==> src/rtl/vol_pkg.sv <==
// Shared types and helpers for the pedalboard volume step controller.
//   panel_state_t : panel button sequencer states
//   dir_t         : step direction
//   therm8()      : level (0..8) to 8-bit thermometer word, ones filled from the LSB
package vol_pkg;

   typedef enum logic [1:0] {
      IDLE,
      STEP,
      HOLD,
      REPEAT
   } panel_state_t;

   typedef enum logic {
      DIR_DOWN,
      DIR_UP
   } dir_t;

   localparam int LEVEL_W = 4;
   localparam int DATA_W  = 8;

   // Bit i is set when level is above i, so level=3 gives 8'b0000_0111.
   function automatic logic [DATA_W-1:0] therm8(input logic [LEVEL_W-1:0] level);
      logic [DATA_W-1:0] t;
      t = '0;
      for (int i = 0; i < DATA_W; i++) begin
         t[i] = (LEVEL_W'(i) < level);
      end
      return t;
   endfunction

endpackage

==> src/rtl/button_debounce.sv <==
// Panel button conditioner: a two-flop synchronizer followed by a stable-sample
// filter. The output follows the button only after DEBOUNCE_CYCLES consecutive
// synchronized samples that all disagree with the current output.
// Ports:
//   i_clk    in  system clock
//   i_rst_n  in  asynchronous active-low reset (output returns to "released")
//   i_raw    in  raw asynchronous button level
//   o_level  out debounced button level, 1 = pressed
module button_debounce #(
   parameter int DEBOUNCE_CYCLES = 50_000
) (
   input  logic i_clk,
   input  logic i_rst_n,
   input  logic i_raw,
   output logic o_level
);

   localparam int CNT_W = $clog2(DEBOUNCE_CYCLES + 1);

   logic             r_sync1;
   logic             r_sync2;
   logic             r_stable;
   logic [CNT_W-1:0] r_cnt;

   // The counter tracks how many samples in a row have disagreed with the
   // accepted level; any agreeing sample starts the run over, so short
   // bounces never reach the threshold.
   always_ff @(posedge i_clk or negedge i_rst_n) begin
      if (!i_rst_n) begin
         r_sync1  <= 1'b0;
         r_sync2  <= 1'b0;
         r_stable <= 1'b0;
         r_cnt    <= '0;
      end else begin
         r_sync1 <= i_raw;
         r_sync2 <= r_sync1;
         if (r_sync2 == r_stable) begin
            r_cnt <= '0;
         end else if (r_cnt == CNT_W'(DEBOUNCE_CYCLES - 1)) begin
            r_stable <= r_sync2;
            r_cnt    <= '0;
         end else begin
            r_cnt <= r_cnt + CNT_W'(1);
         end
      end
   end

   assign o_level = r_stable;

endmodule

==> src/rtl/volume_step_controller.sv <==
// Pedalboard volume register sequencer. Debounces the panel up/down buttons,
// adds hold-to-repeat, arbitrates panel steps against a remote step requester
// and keeps a saturating volume level with a registered thermometer output.
// Ports:
//   Clk       in   system clock
//   Reset     in   asynchronous active-low reset
//   Vol_up    in   raw panel up button
//   Vol_down  in   raw panel down button
//   Rmt_req   in   remote step request, held until Rmt_ack
//   Rmt_dir   in   remote direction, 1 = up, 0 = down
//   Rmt_ack   out  one-cycle pulse, remote request consumed
//   Level     out  current volume level (0..MAX_LEVEL)
//   Data      out  thermometer of Level, one cycle behind Level
//   Sat       out  one-cycle pulse, a step at a limit was dropped
module volume_step_controller
   import vol_pkg::*;
#(
   parameter int DEBOUNCE_CYCLES = 50_000,
   parameter int REPEAT_DELAY    = 25_000_000,
   parameter int REPEAT_RATE     = 5_000_000,
   parameter int MAX_LEVEL       = 8,
   parameter int DEFAULT_LEVEL   = 4
) (
   input  logic               Clk,
   input  logic               Reset,
   input  logic               Vol_up,
   input  logic               Vol_down,
   input  logic               Rmt_req,
   input  logic               Rmt_dir,
   output logic               Rmt_ack,
   output logic [LEVEL_W-1:0] Level,
   output logic [DATA_W-1:0]  Data,
   output logic               Sat
);

   localparam int HOLD_MAX = (REPEAT_DELAY > REPEAT_RATE) ? REPEAT_DELAY : REPEAT_RATE;
   localparam int HOLD_W   = $clog2(HOLD_MAX + 1);
   localparam logic [LEVEL_W-1:0] LVL_MAX = LEVEL_W'(MAX_LEVEL);
   localparam logic [LEVEL_W-1:0] LVL_DEF = LEVEL_W'(DEFAULT_LEVEL);

   logic w_up;
   logic w_down;
   logic w_upOnly;
   logic w_downOnly;
   logic w_held;
   logic w_expire;
   logic w_panelStep;
   logic w_rmtGrant;
   logic w_stepValid;
   logic w_stepUp;

   panel_state_t r_state;
   panel_state_t w_nextState;
   dir_t         r_dir;
   dir_t         w_nextDir;

   logic [HOLD_W-1:0]  r_holdCnt;
   logic               r_rmtBlock;
   logic [LEVEL_W-1:0] r_level;
   logic [DATA_W-1:0]  r_data;
   logic               r_ack;
   logic               r_sat;

   button_debounce #(.DEBOUNCE_CYCLES(DEBOUNCE_CYCLES)) u_debUp (
      .i_clk   (Clk),
      .i_rst_n (Reset),
      .i_raw   (Vol_up),
      .o_level (w_up)
   );

   button_debounce #(.DEBOUNCE_CYCLES(DEBOUNCE_CYCLES)) u_debDown (
      .i_clk   (Clk),
      .i_rst_n (Reset),
      .i_raw   (Vol_down),
      .o_level (w_down)
   );

   // Both buttons down counts as no button. "Held" means the latched direction
   // is still the only button pressed, so a direction change reads as a release.
   assign w_upOnly   = w_up & ~w_down;
   assign w_downOnly = w_down & ~w_up;
   assign w_held     = (r_dir == DIR_UP) ? w_upOnly : w_downOnly;
   assign w_expire   = (r_holdCnt == HOLD_W'(1));

   always_ff @(posedge Clk or negedge Reset) begin
      if (!Reset) begin
         r_state <= IDLE;
         r_dir   <= DIR_UP;
      end else begin
         r_state <= w_nextState;
         r_dir   <= w_nextDir;
      end
   end

   // Release is tested before expiry so a button let go on the expiry cycle
   // produces no extra step.
   always_comb begin
      w_nextState = r_state;
      w_nextDir   = r_dir;
      w_panelStep = 1'b0;
      case (r_state)
         IDLE: begin
            if (w_upOnly || w_downOnly) begin
               w_nextState = STEP;
               w_nextDir   = w_upOnly ? DIR_UP : DIR_DOWN;
            end
         end
         STEP: begin
            w_panelStep = 1'b1;
            w_nextState = HOLD;
         end
         HOLD, REPEAT: begin
            if (!w_held) begin
               w_nextState = IDLE;
            end else if (w_expire) begin
               w_panelStep = 1'b1;
               w_nextState = REPEAT;
            end
         end
         default: w_nextState = IDLE;
      endcase
   end

   // Counts down to 1; the step fires on the cycle the count reads 1, so a
   // load of N puts the next step N cycles after the loading cycle.
   always_ff @(posedge Clk or negedge Reset) begin
      if (!Reset) begin
         r_holdCnt <= '0;
      end else if (r_state == STEP) begin
         r_holdCnt <= HOLD_W'(REPEAT_DELAY);
      end else if ((r_state == HOLD || r_state == REPEAT) && w_held) begin
         r_holdCnt <= w_expire ? HOLD_W'(REPEAT_RATE) : (r_holdCnt - HOLD_W'(1));
      end
   end

   // A granted request stays blocked until the requester drops Rmt_req.
   assign w_rmtGrant  = Rmt_req && !r_rmtBlock && !w_panelStep;
   assign w_stepValid = w_panelStep || w_rmtGrant;
   assign w_stepUp    = w_panelStep ? (r_dir == DIR_UP) : Rmt_dir;

   always_ff @(posedge Clk or negedge Reset) begin
      if (!Reset) begin
         r_rmtBlock <= 1'b0;
      end else if (w_rmtGrant) begin
         r_rmtBlock <= 1'b1;
      end else if (!Rmt_req) begin
         r_rmtBlock <= 1'b0;
      end
   end

   // Ack, Sat and the new Level all appear on the same edge; Data trails Level.
   always_ff @(posedge Clk or negedge Reset) begin
      if (!Reset) begin
         r_level <= LVL_DEF;
         r_data  <= therm8(LVL_DEF);
         r_ack   <= 1'b0;
         r_sat   <= 1'b0;
      end else begin
         r_ack  <= w_rmtGrant;
         r_sat  <= 1'b0;
         r_data <= therm8(r_level);
         if (w_stepValid) begin
            if (w_stepUp) begin
               if (r_level == LVL_MAX) begin
                  r_sat <= 1'b1;
               end else begin
                  r_level <= r_level + LEVEL_W'(1);
               end
            end else begin
               if (r_level == '0) begin
                  r_sat <= 1'b1;
               end else begin
                  r_level <= r_level - LEVEL_W'(1);
               end
            end
         end
      end
   end

   assign Rmt_ack = r_ack;
   assign Level   = r_level;
   assign Data    = r_data;
   assign Sat     = r_sat;

endmodule

==> config.mk <==
export PLATFORM = sky130hd
export DESIGN_NAME = volume_step_controller
export DESIGN_NICKNAME = d
export VERILOG_FILES = /design/src/rtl/vol_pkg.sv /design/src/rtl/button_debounce.sv /design/src/rtl/volume_step_controller.sv
export SDC_FILE = /design/constraint.sdc
export NUM_CORES = 1
export LEC_CHECK = 0
export BUFFER_PORTS_ARGS = -buffer_cell sky130_fd_sc_hd__clkbuf_2
export CAP_MARGIN = 25
export CELL_PAD_IN_SITES_DETAIL_PLACEMENT = 0
export CELL_PAD_IN_SITES_GLOBAL_PLACEMENT = 2
export CORE_ASPECT_RATIO = 0.75
export CORE_MARGIN = 4
export CORE_UTILIZATION = 40
export CTS_BUF_LIST = sky130_fd_sc_hd__clkbuf_16
export DETAILED_ROUTE_END_ITERATION = 10
export GPL_TIMING_DRIVEN = 0
export PLACE_DENSITY_LB_ADDON = 0.1
export SLEW_MARGIN = 20
export SYNTH_ARGS = -nofsm -noshare
export SYNTH_HDL_FRONTEND = slang
export SYNTH_SLANG_ARGS = --single-unit
==> constraint.sdc <==
create_clock -name Clk -period 4.67 [get_ports Clk]
set_input_delay 0.7005 -clock Clk [delete_from_list [all_inputs] [get_ports Clk]]
set_output_delay 0.7005 -clock Clk [all_outputs]
set_load 0.02 [all_outputs]
Yosys cells after proc, flatten, opt, wreduce, memory -nomap -nowiden

Cells that the tools add are included.

Add/subtract/negate cells: 5
$lt $le $gt $ge: 8
Eq/ne operators: 14
Muxes and demuxes: 26
Bitwise logic cells: 6
Reductions and logical operators: 17

Operators by type and width:

| kind                                                                  | count |
|---|---|
| 25-bit 2-to-1 mux                                                     | 3 |
| 16-bit 2-to-1 mux                                                     | 4 |
| 16-bit by 1-bit adder with 16-bit output (second input constant)      | 2 |
| 16-bit == test (second input constant)                                | 2 |
| 25-bit by 1-bit == test with 1-bit output (second input constant)     | 1 |
| 25-bit by 1-bit subtractor with 25-bit output (second input constant) | 1 |
| 3-bit by 4-bit < comparator with 1-bit output (first input constant)  | 4 |
| 4-bit 2-to-1 mux                                                      | 3 |
| 1-bit 2-to-1 mux                                                      | 11 |
| 1-bit by 4-bit < comparator with 1-bit output (first input constant)  | 2 |
| 2-bit by 4-bit < comparator with 1-bit output (first input constant)  | 2 |
| 2-bit AND reduction                                                   | 4 |
| 2-bit 2-to-1 mux                                                      | 3 |
| 2-bit inequality test (second input constant)                         | 3 |
| 2-bit one-hot mux with 3 select lines                                 | 1 |
| 4-bit by 1-bit adder with 4-bit output (second input constant)        | 1 |
| 2-bit == test (second input constant)                                 | 2 |
| 4-bit == test (second input constant)                                 | 1 |
| 4-bit zero test                                                       | 1 |
| 1-bit NOT                                                             | 4 |
| 4-bit by 1-bit subtractor with 4-bit output (second input constant)   | 1 |
| 1-bit logical AND                                                     | 3 |
| 1-bit logical OR                                                      | 3 |
| 3-bit inequality test (second input constant)                         | 1 |
| other kinds (10)                                                      | 13 |

Flip-flop bits (word level): 81
Input port bits: 6
Output and inout port bits: 14

Longest topological paths before layout

Gate-level depths: netlist (run 1).

Depth in word-level cells: 9
Mapped depth: 10
Depth with buffers taken out: 8

By module

Synthesis (run 1) repeated with hierarchy kept, for this count alone.

Cell total of the unflattened synthesis: 411
Area total of the unflattened synthesis: 4081.4 sq um

Modules (own cells, without submodules):

| module                 | times used | cells each | area each (sq um) |
|---|---|---|---|
| volume_step_controller | 1          | 243        | 2289.7 |
| button_debounce        | 2          | 84         | 895.9 |

Worst setup path after synthesis (run 1)

No wires, ideal clock.

Path kind: flip-flop to flip-flop
Start point: reg r_holdCnt[0]
End point: reg r_holdCnt[23]
Arrival time: 2252 ps
Setup slack: 2336 ps
Cell stages (with the launch flop): 7
Path buffers: 0
Clock period less this slack: 2334 ps
Path through: dfrtp_1 nor4_1 nand4_2 or4_4 or4_4 or3_1 o21ai_0

Word-level cells in the longest chain between the ends: 4
Elaborated cells between the ends (all ways): 5

RTL lines:

| what                                                                                                       | RTL line                                                    | source |
|---|---|---|
| start, declared                                                                                            | volume_step_controller.sv:57                                | `logic [HOLD_W-1:0] r_holdCnt;` |
| start signal, assigned                                                                                     | volume_step_controller.sv:130                               | `r_holdCnt <= HOLD_W'(REPEAT_DELAY);` |
| start signal, assigned                                                                                     | volume_step_controller.sv:132                               | `r_holdCnt <= w_expire ? HOLD_W'(REPEAT_RATE) : (r_holdCnt - HOLD_W'(1));` |
| 25-bit by 1-bit subtractor with 25-bit output or 25-bit by 1-bit == test with 1-bit output (tied branches) | volume_step_controller.sv:132, volume_step_controller.sv:83 |  |
| 25-bit 2-to-1 mux *                                                                                        | volume_step_controller.sv:132                               |  |
| 25-bit 2-to-1 mux *                                                                                        | volume_step_controller.sv:131                               | `end else if ((r_state == HOLD \|\| r_state == REPEAT) && w_held) begin` |
| 25-bit 2-to-1 mux *                                                                                        | volume_step_controller.sv:129                               | `end else if (r_state == STEP) begin` |

Mark *: on every way between the ends. The rest lies on a longest branch, timed or not. The select of a mux whose other input is x is not followed.
A chain may end at the register's enable or synchronous reset.

Worst setup path in the final report (run 1)

Start point: reg r_holdCnt[15]
End point: reg r_holdCnt[4]

Word-level cells in the longest chain between the ends: 4

RTL lines:

| what                                      | RTL line                      | source |
|---|---|---|
| 25-bit by 1-bit == test with 1-bit output | volume_step_controller.sv:83  | `assign w_expire = (r_holdCnt == HOLD_W'(1));` |
| 25-bit 2-to-1 mux                         | volume_step_controller.sv:132 |  |
| 25-bit 2-to-1 mux                         | volume_step_controller.sv:131 |  |
| 25-bit 2-to-1 mux                         | volume_step_controller.sv:129 |  |

Every way passes these cells. The select of a mux whose other input is x is not followed.

==> qor.json, run 1 <==
{
  "run_status": "finished, final reports clean",
  "port-buffer-count": 19,
  "drt_first_iter_violations": 165,
  "fp.dieH_um": 95.21,
  "syn_avg_cell_area_um2": 9.774,
  "die-area_um2": 11830,
  "final_antenna_net_count": 0,
  "areaGrowthSynthToFinish_pct": 14.90,
  "crit_type": "reg2reg",
  "netSwitchingPower_uw": 496.0,
  "worst-slew-pin-transition_ns": 0.7806,
  "combPwrFrac": 0.153,
  "detailroute.via_count": 3101,
  "clock_insertion_delay_worst_skew_ns": 0.33,
  "report.final.setup_viol": 0,
  "power_frac_seq": 0.426,
  "arrival_time_at_the_worst_endpoint_ns": 3.17,
  "drt-vias-per-instance": 5.328,
  "timing.critical_path.slowest_stage_cell": "nor4_1",
  "die_x_um": 124.3,
  "max_freq_mhz": 338.5,
  "largest_net_degree_at_the_start_of_global_routing": 82,
  "setup_tns_ns": 0,
  "crit_family": "simple AND/OR/NAND/NOR gates",
  "h-tree-depth": 3,
  "rows": 31,
  "numCtsBuffers": 9,
  "antenna_violations_before_repair": 0,
  "finalCriticalPeriod_ns": 2.954,
  "critical_path_cell_count": 8,
  "timing.critical_path.slowest_cell_delay_ns": 0.61,
  "worst_hold_path.num_cells": 0,
  "rr_worst_depth": 8,
  "synth_edf_count": 0,
  "yosysUniqueCellTypes": 55,
  "postSynthRegisterBits": 81,
  "timing.max_cap.violations": 0,
  "cts_tree": "built",
  "synth_async_sr_flop_share": 1.000,
  "cell_with_the_most_instances_after_synthesis": "dfrtp_1",
  "leakage_uw": 0.002144,
  "timing.critical_path.to_type": "register",
  "worst_path_cell_trace": "nor4_1 -> nand4_1 -> o21ai_0 -> clkbuf_1 -> buf_2 -> o21ai_0 -> nand2_1 -> o31ai_1",
  "layout_worst_path_cycle_share": 0.6326,
  "antennaDiodeCount": 0,
  "global_route.usage.total": 0.1589,
  "cts.path.max_buffers": 2,
  "drc_errors": 0,
  "dp_hpwl_mm": 5.934,
  "num_io_pins": 20,
  "ys_warn_count": 0,
  "syn_nets": 430,
  "grt_overflow_total": 0,
  "initial_utilization": 0.4150,
  "root_buffer": "clkbuf_16",
  "yosys-top-cells-area": "dfrtp_1 46%, xnor2_1 5.2%, nor2_1 4.7%",
  "holdBufCountCts": 0,
  "max-vdd-ir-drop_v": 0.0002581,
  "critical_path_required_ns": 4.88,
  "largest_driver_fanout_on_the_critical_path": 10,
  "layoutNonFillerInstCount": 582,
  "synth_commonest_cells": "75 x dfrtp_1, 51 x nor2_1, 37 x nand2_1",
  "layout-drive-gt1-share": 0.1289,
  "cts_setup_buffers": 0,
  "synth_largest_type_area_fraction": 0.4627,
  "placedCellCount": 566,
  "finalNetCount": 460,
  "worst_hold_path_type": "reg2reg",
  "gp_congestion": 0.7904,
  "worst_slew_margin_rel": 0.4796,
  "p_clk_frac": 0.422,
  "worstPathBufferInverterCount": 2,
  "timing.critical_path.from_type": "register",
  "synth_sequential_area_ratio": 0.5015,
  "postRouteWirelength_mm": 8.732,
  "final-max-slew-violation-count": 0,
  "via_count_of_the_first_global_routing_pass": 3002,
  "synth-main-ff-cell": "dfrtp_1",
  "rsz0062_at_grt": "no",
  "first_pass_grt_wire_length_mm": 15.01,
  "holdWs_ns": 0.3537,
  "netlist_area_um2": 4056,
  "number_of_instances_in_the_synthesized_netlist": 415,
  "cell_internal_pwr_uw": 1378,
  "clk_pin_slew_ns": 0.06,
  "drt_pass_1_iters": 4,
  "switching_share": 0.2647,
  "yosysTopAreaCell": "dfrtp_1",
  "finalClockSkew_ns": 0.004572,
  "power-per-cell-area_nw_per_um2": 402.1,
  "cpMostUsedCell": "o21ai_0",
  "timing.final.hold_violations": 0,
  "wl_per_cell_um": 15.00,
  "clock_sink_count": 81,
  "core_area_um2": 9774,
  "cts_resized": 0
}
-- power by group through the flow --
stage | Sequential [µW] | Combinational [µW] | Clock (µW)
after CTS | 797 | 291 | 815
after global placement | 808 | 286 | 0
after detailed placement | 810 | 288 | 0
final | 798 | 286 | 790
after global routing | 804 | 318 | 843
after floorplan | 856 | 137 | 0
-- path summary, 6_finish.rpt --
check,startpoint,end,slack (ns)
setup reg to reg,r_holdCnt[15]$_DFFE_PN0P_,r_holdCnt[4]$_DFFE_PN0P_,1.72
hold reg to reg,u_debDown.r_sync1$_DFF_PN0_,u_debDown.r_sync2$_DFF_PN0_,0.35
max in group asynchronous,Reset,Rmt_ack$_DFF_PN0_,3.81
min in group asynchronous,Reset,u_debUp.r_cnt[8]$_DFF_PN0_,0.39
hold / removal,u_debDown.r_sync1$_DFF_PN0_,u_debDown.r_sync2$_DFF_PN0_,0.35
setup / recovery,r_holdCnt[15]$_DFFE_PN0P_,r_holdCnt[4]$_DFFE_PN0P_,1.72
-- final cells by class --
cell class | count | area (µm²)
repair buffers | 19 | 103.9
fillers | 951 | 5114
clock buffers | 9 | 225.2
plain buffers | 11 | 45.04
well taps | 132 | 165.2
inverters | 15 | 56.30
flip-flops and latches | 81 | 2034
multi-input cells | 308 | 1921
clock inverters | 7 | 110.1
-- cells by family (layout without fill, tap and decap cells) --
group | Yosys count | count (layout) | synth area share
multiplexers | 7 | 7 | 0.01851
AO/OA/AOI/OAI | 76 | 76 | 0.1228
flip-flops | 81 | 81 | 0.5015
AND/OR/NAND/NOR | 183 | 183 | 0.2332
adder cells (fa/ha/maj) | 9 | 9 | 0.02776
XOR/XNOR | 33 | 33 | 0.07125
buffers and inverters | 26 | 61 | 0.02498
-- sequential cells by signal, summed over array words and instances (netlist names) --
register,cells
Rmt_ack,1
u_debUp.r_cnt,16
u_debDown.r_sync2,1
r_dir,1
r_rmtBlock,1
u_debDown.r_sync1,1
r_state,2
u_debUp.r_sync1,1
Sat,1
u_debUp.o_level,1
u_debDown.o_level,1
Level,4
Data,8
r_holdCnt,25
u_debDown.r_cnt,16
u_debUp.r_sync2,1
-- metal layers --
layer | routed length, µm | GRT usage | vias up
met5 | 0 | 0 | -
met4 | 120 | 0.05383 | 0
met3 | 367 | 0.04311 | 9
met2 | 3675 | 0.2316 | 49
met1 | 4569 | 0.2290 | 1502
li1 | - | - | 1541
-- placed cells by master (no fill, tap or decap), drive strengths merged, types with 3 or more instances in the layout --
cell type,netlist,routed
clkbuf,8,36
nor2b,5,5
or4,5,5
and3,18,18
nand3,16,16
ha,9,9
nor4,13,13
dfrtp,75,75
nand4,5,5
nand2,37,37
nor3,13,13
o21a,3,3
and2,3,3
xor2,9,9
o2111ai,3,3
buf,3,3
a21oi,15,15
mux2,4,4
inv,15,16
mux2i,3,3
xnor2,24,24
dfstp,6,6
nor2,51,51
nor4b,3,3
bufinv,0,3
o21ai,31,31
o31ai,4,4
or3,5,5
-- metrics by stage --
step	worst slack, ns	utilization	cell area [µm²]	total power, µW
after detailed placement	1.714	0.4425	4325	1098
after global placement	1.705	0.4416	4317	1094
after floorplan	2.336	-	4056	993.0
after CTS	1.693	0.4768	4661	1903
final	1.716	0.4768	4661	1874
after global routing	1.412	0.4768	4661	1964
No activity file was read; power rests on OpenSTA's default activity.
==> run 2: changes to the inputs <==
==> constraint.sdc (replaced) <==
create_clock -name Clk -period 3 [get_ports Clk]
set_input_delay 0.45 -clock Clk [delete_from_list [all_inputs] [get_ports Clk]]
set_output_delay 0.45 -clock Clk [all_outputs]
set_load 0.02 [all_outputs]
==> run 2 against run 1 <==
Net effect: first-iteration DRC count is 7.3% lower; count of clock-buffer cells in the layout is the same; critical endpoint is now Level[0]$_DFFE_PN0P_; critical path type unchanged; highest routed layer unchanged; final area grew 0.30%.
==> qor.json, run 2 (same netlist as run 1, synthesis figures left out) <==
{
  "run_status": "finished, final reports clean",
  "grt_overflow_total": 0,
  "holdBufCountCts": 0,
  "die_x_um": 124.3,
  "rr_worst_depth": 7,
  "numCtsBuffers": 9,
  "core_area_um2": 9774,
  "rows": 31,
  "gr-usage-met2": 0.2316,
  "drc_errors": 0,
  "worst_slew_margin_rel": 0.5015,
  "worstReg2RegStart": "r_holdCnt[18]$_DFFE_PN0P_",
  "timing.critical_path.slowest_cell_delay_ns": 0.56,
  "timing.critical_path.slowest_stage_cell": "o31ai_4",
  "total_of_fill_cells_in_the_finished_design": 951,
  "rsz0062_at_grt": "no",
  "num_io_pins": 20,
  "max_flop_register": "r_holdCnt",
  "finalClockSkew_ns": 0.004712,
  "layout-drive-gt1-share": 0.1356,
  "antennaDiodeCount": 0,
  "largest_driver_fanout_on_the_critical_path": 10,
  "grtUsageMet3": 0.04311,
  "global_route.usage.total": 0.1589,
  "max-vdd-ir-drop_v": 0.0004018,
  "mostFrequentLayoutCell": "dfrtp_1",
  "final_antenna_net_count": 0,
  "fp.dieH_um": 95.21,
  "die-area_um2": 11830,
  "globalRoute.busiestLayer": "met2",
  "clock_insertion_delay_worst_skew_ns": 0.33,
  "h-tree-depth": 3,
  "power_uw": 2916,
  "first_pass_grt_wire_length_mm": 15.01,
  "timing.critical_path.from_type": "register",
  "worst_hold_path_type": "in2async",
  "cp-startpoint": "r_holdCnt[18]$_DFFE_PN0P_",
  "drt_first_iter_violations": 153,
  "postRouteWirelength_mm": 8.733,
  "grt.met1_usage": 0.2290,
  "initial_utilization": 0.4150,
  "timing.max_cap.violations": 0,
  "timing.critical_path.to_type": "register",
  "worst_path_cell_trace": "nor4_1 -> nand4_1 -> o31ai_4 -> or2_2 -> buf_2 -> mux2i_1 -> o21ai_0",
  "flip_flop_count_of_the_largest_register_all_copies_and_words_added": 25,
  "arrival_time_at_the_worst_endpoint_ns": 2.83,
  "cts.path.max_buffers": 2,
  "layout.cells.most_common_list": "75 x dfrtp_1, 51 x nor2_1, 37 x nand2_1",
  "port-buffer-count": 19,
  "gp_congestion": 0.7904,
  "finalNetCount": 460,
  "worst-slew-pin-transition_ns": 0.7478,
  "finalCriticalPeriod_ns": 2.622,
  "antenna_violations_before_repair": 0,
  "root_buffer": "clkbuf_16",
  "via_count_of_the_first_global_routing_pass": 3002,
  "largest_net_degree_at_the_start_of_global_routing": 82,
  "placedInstanceArea_um2": 4325,
  "leakage_uw": 0.002149,
  "final-max-slew-violation-count": 0,
  "clock_sink_count": 81,
  "report.final.setup_viol": 0,
  "drt-vias-per-instance": 5.325,
  "power-per-cell-area_nw_per_um2": 623.7,
  "finalInstanceArea_um2": 4674,
  "largestRegisters": "r_holdCnt (25), u_debDown.r_cnt (16), u_debUp.r_cnt (16)",
  "wl_per_cell_um": 15.01,
  "max_freq_mhz": 381.4,
  "detailroute.via_count": 3099,
  "timing.final.hold_violations": 0,
  "crit_type": "reg2reg",
  "cts_setup_buffers": 0,
  "setup_tns_ns": 0,
  "final_util": 0.4782,
  "critical_path_required_ns": 3.21,
  "layout_worst_path_cycle_share": 0.8740,
  "drt_pass_1_iters": 4,
  "cts_tree": "built",
  "areaGrowthSynthToFinish_pct": 15.24,
  "dp_hpwl_mm": 5.934,
  "clk_pin_slew_ns": 0.06
}
## run 2: report_power, final
part           total, µW  switching (µW)  internal [µW]
sequential          1240            60.2           1180
combinational        445             287            158
clock               1230             424            805
## run 2: final timing paths
check	to	slack [ns]
hold reg to reg	u_debDown.r_sync2$_DFF_PN0_	0.35
hold / removal	u_debUp.r_cnt[8]$_DFF_PN0_	0.14
min in group Clk	u_debDown.r_sync1$_DFF_PN0_	0.23
setup / recovery	Level[0]$_DFFE_PN0P_	0.38
max in group asynchronous	Rmt_ack$_DFF_PN0_	2.39
setup reg to reg	Level[0]$_DFFE_PN0P_	0.38
## run 2: routing by layer
layer / up-vias / wire length, µm / share of wire
li1: 1540 / - / -
met1: 1501 / 4563 / 0.52
met2: 50 / 3671 / 0.42
met3: 8 / 379 / 0.043
met4: 0 / 118 / 0.014
met5: - / 0 / 0
## run 2: metrics by stage
stage / hold slack (ns) / setup slack (ns) / cells
after floorplan: 0.1544 / 0.6655 / 415
after global placement: 0.3432 / 0.03487 / 566
after detailed placement: 0.3435 / 0.04380 / 566
after CTS: 0.1870 / 0.02281 / 582
after global routing: 0.2100 / 0.06407 / 582
final: 0.1440 / 0.3779 / 582
## run 2: layout make-up
class                   instances  area, µm²  area share
well taps                     132      165.2     0.03533
clock inverters                 7      110.1     0.02355
flip-flops and latches         81       2034      0.4352
clock buffers                   9      225.2     0.04818
repair buffers                 19      103.9     0.02222
multi-input cells             308       1933      0.4135
inverters                      15      56.30     0.01204
plain buffers                  11      46.29    0.009904
## run 2: critical path, delay by kind of cell (launching register included)
family                 cells  cell delay, ns
flip-flops                 1            0.42
multiplexers               1            0.23
AO/OA/AOI/OAI              2            0.67
buffers and inverters      1            0.15
AND/OR/NAND/NOR            3            1.03
## run 2: timing repair
item,4_1_cts,5_1_grt
gates resized for setup,0,4
endpoints found under the setup margin,0,12
endpoints found under the hold margin,0,0
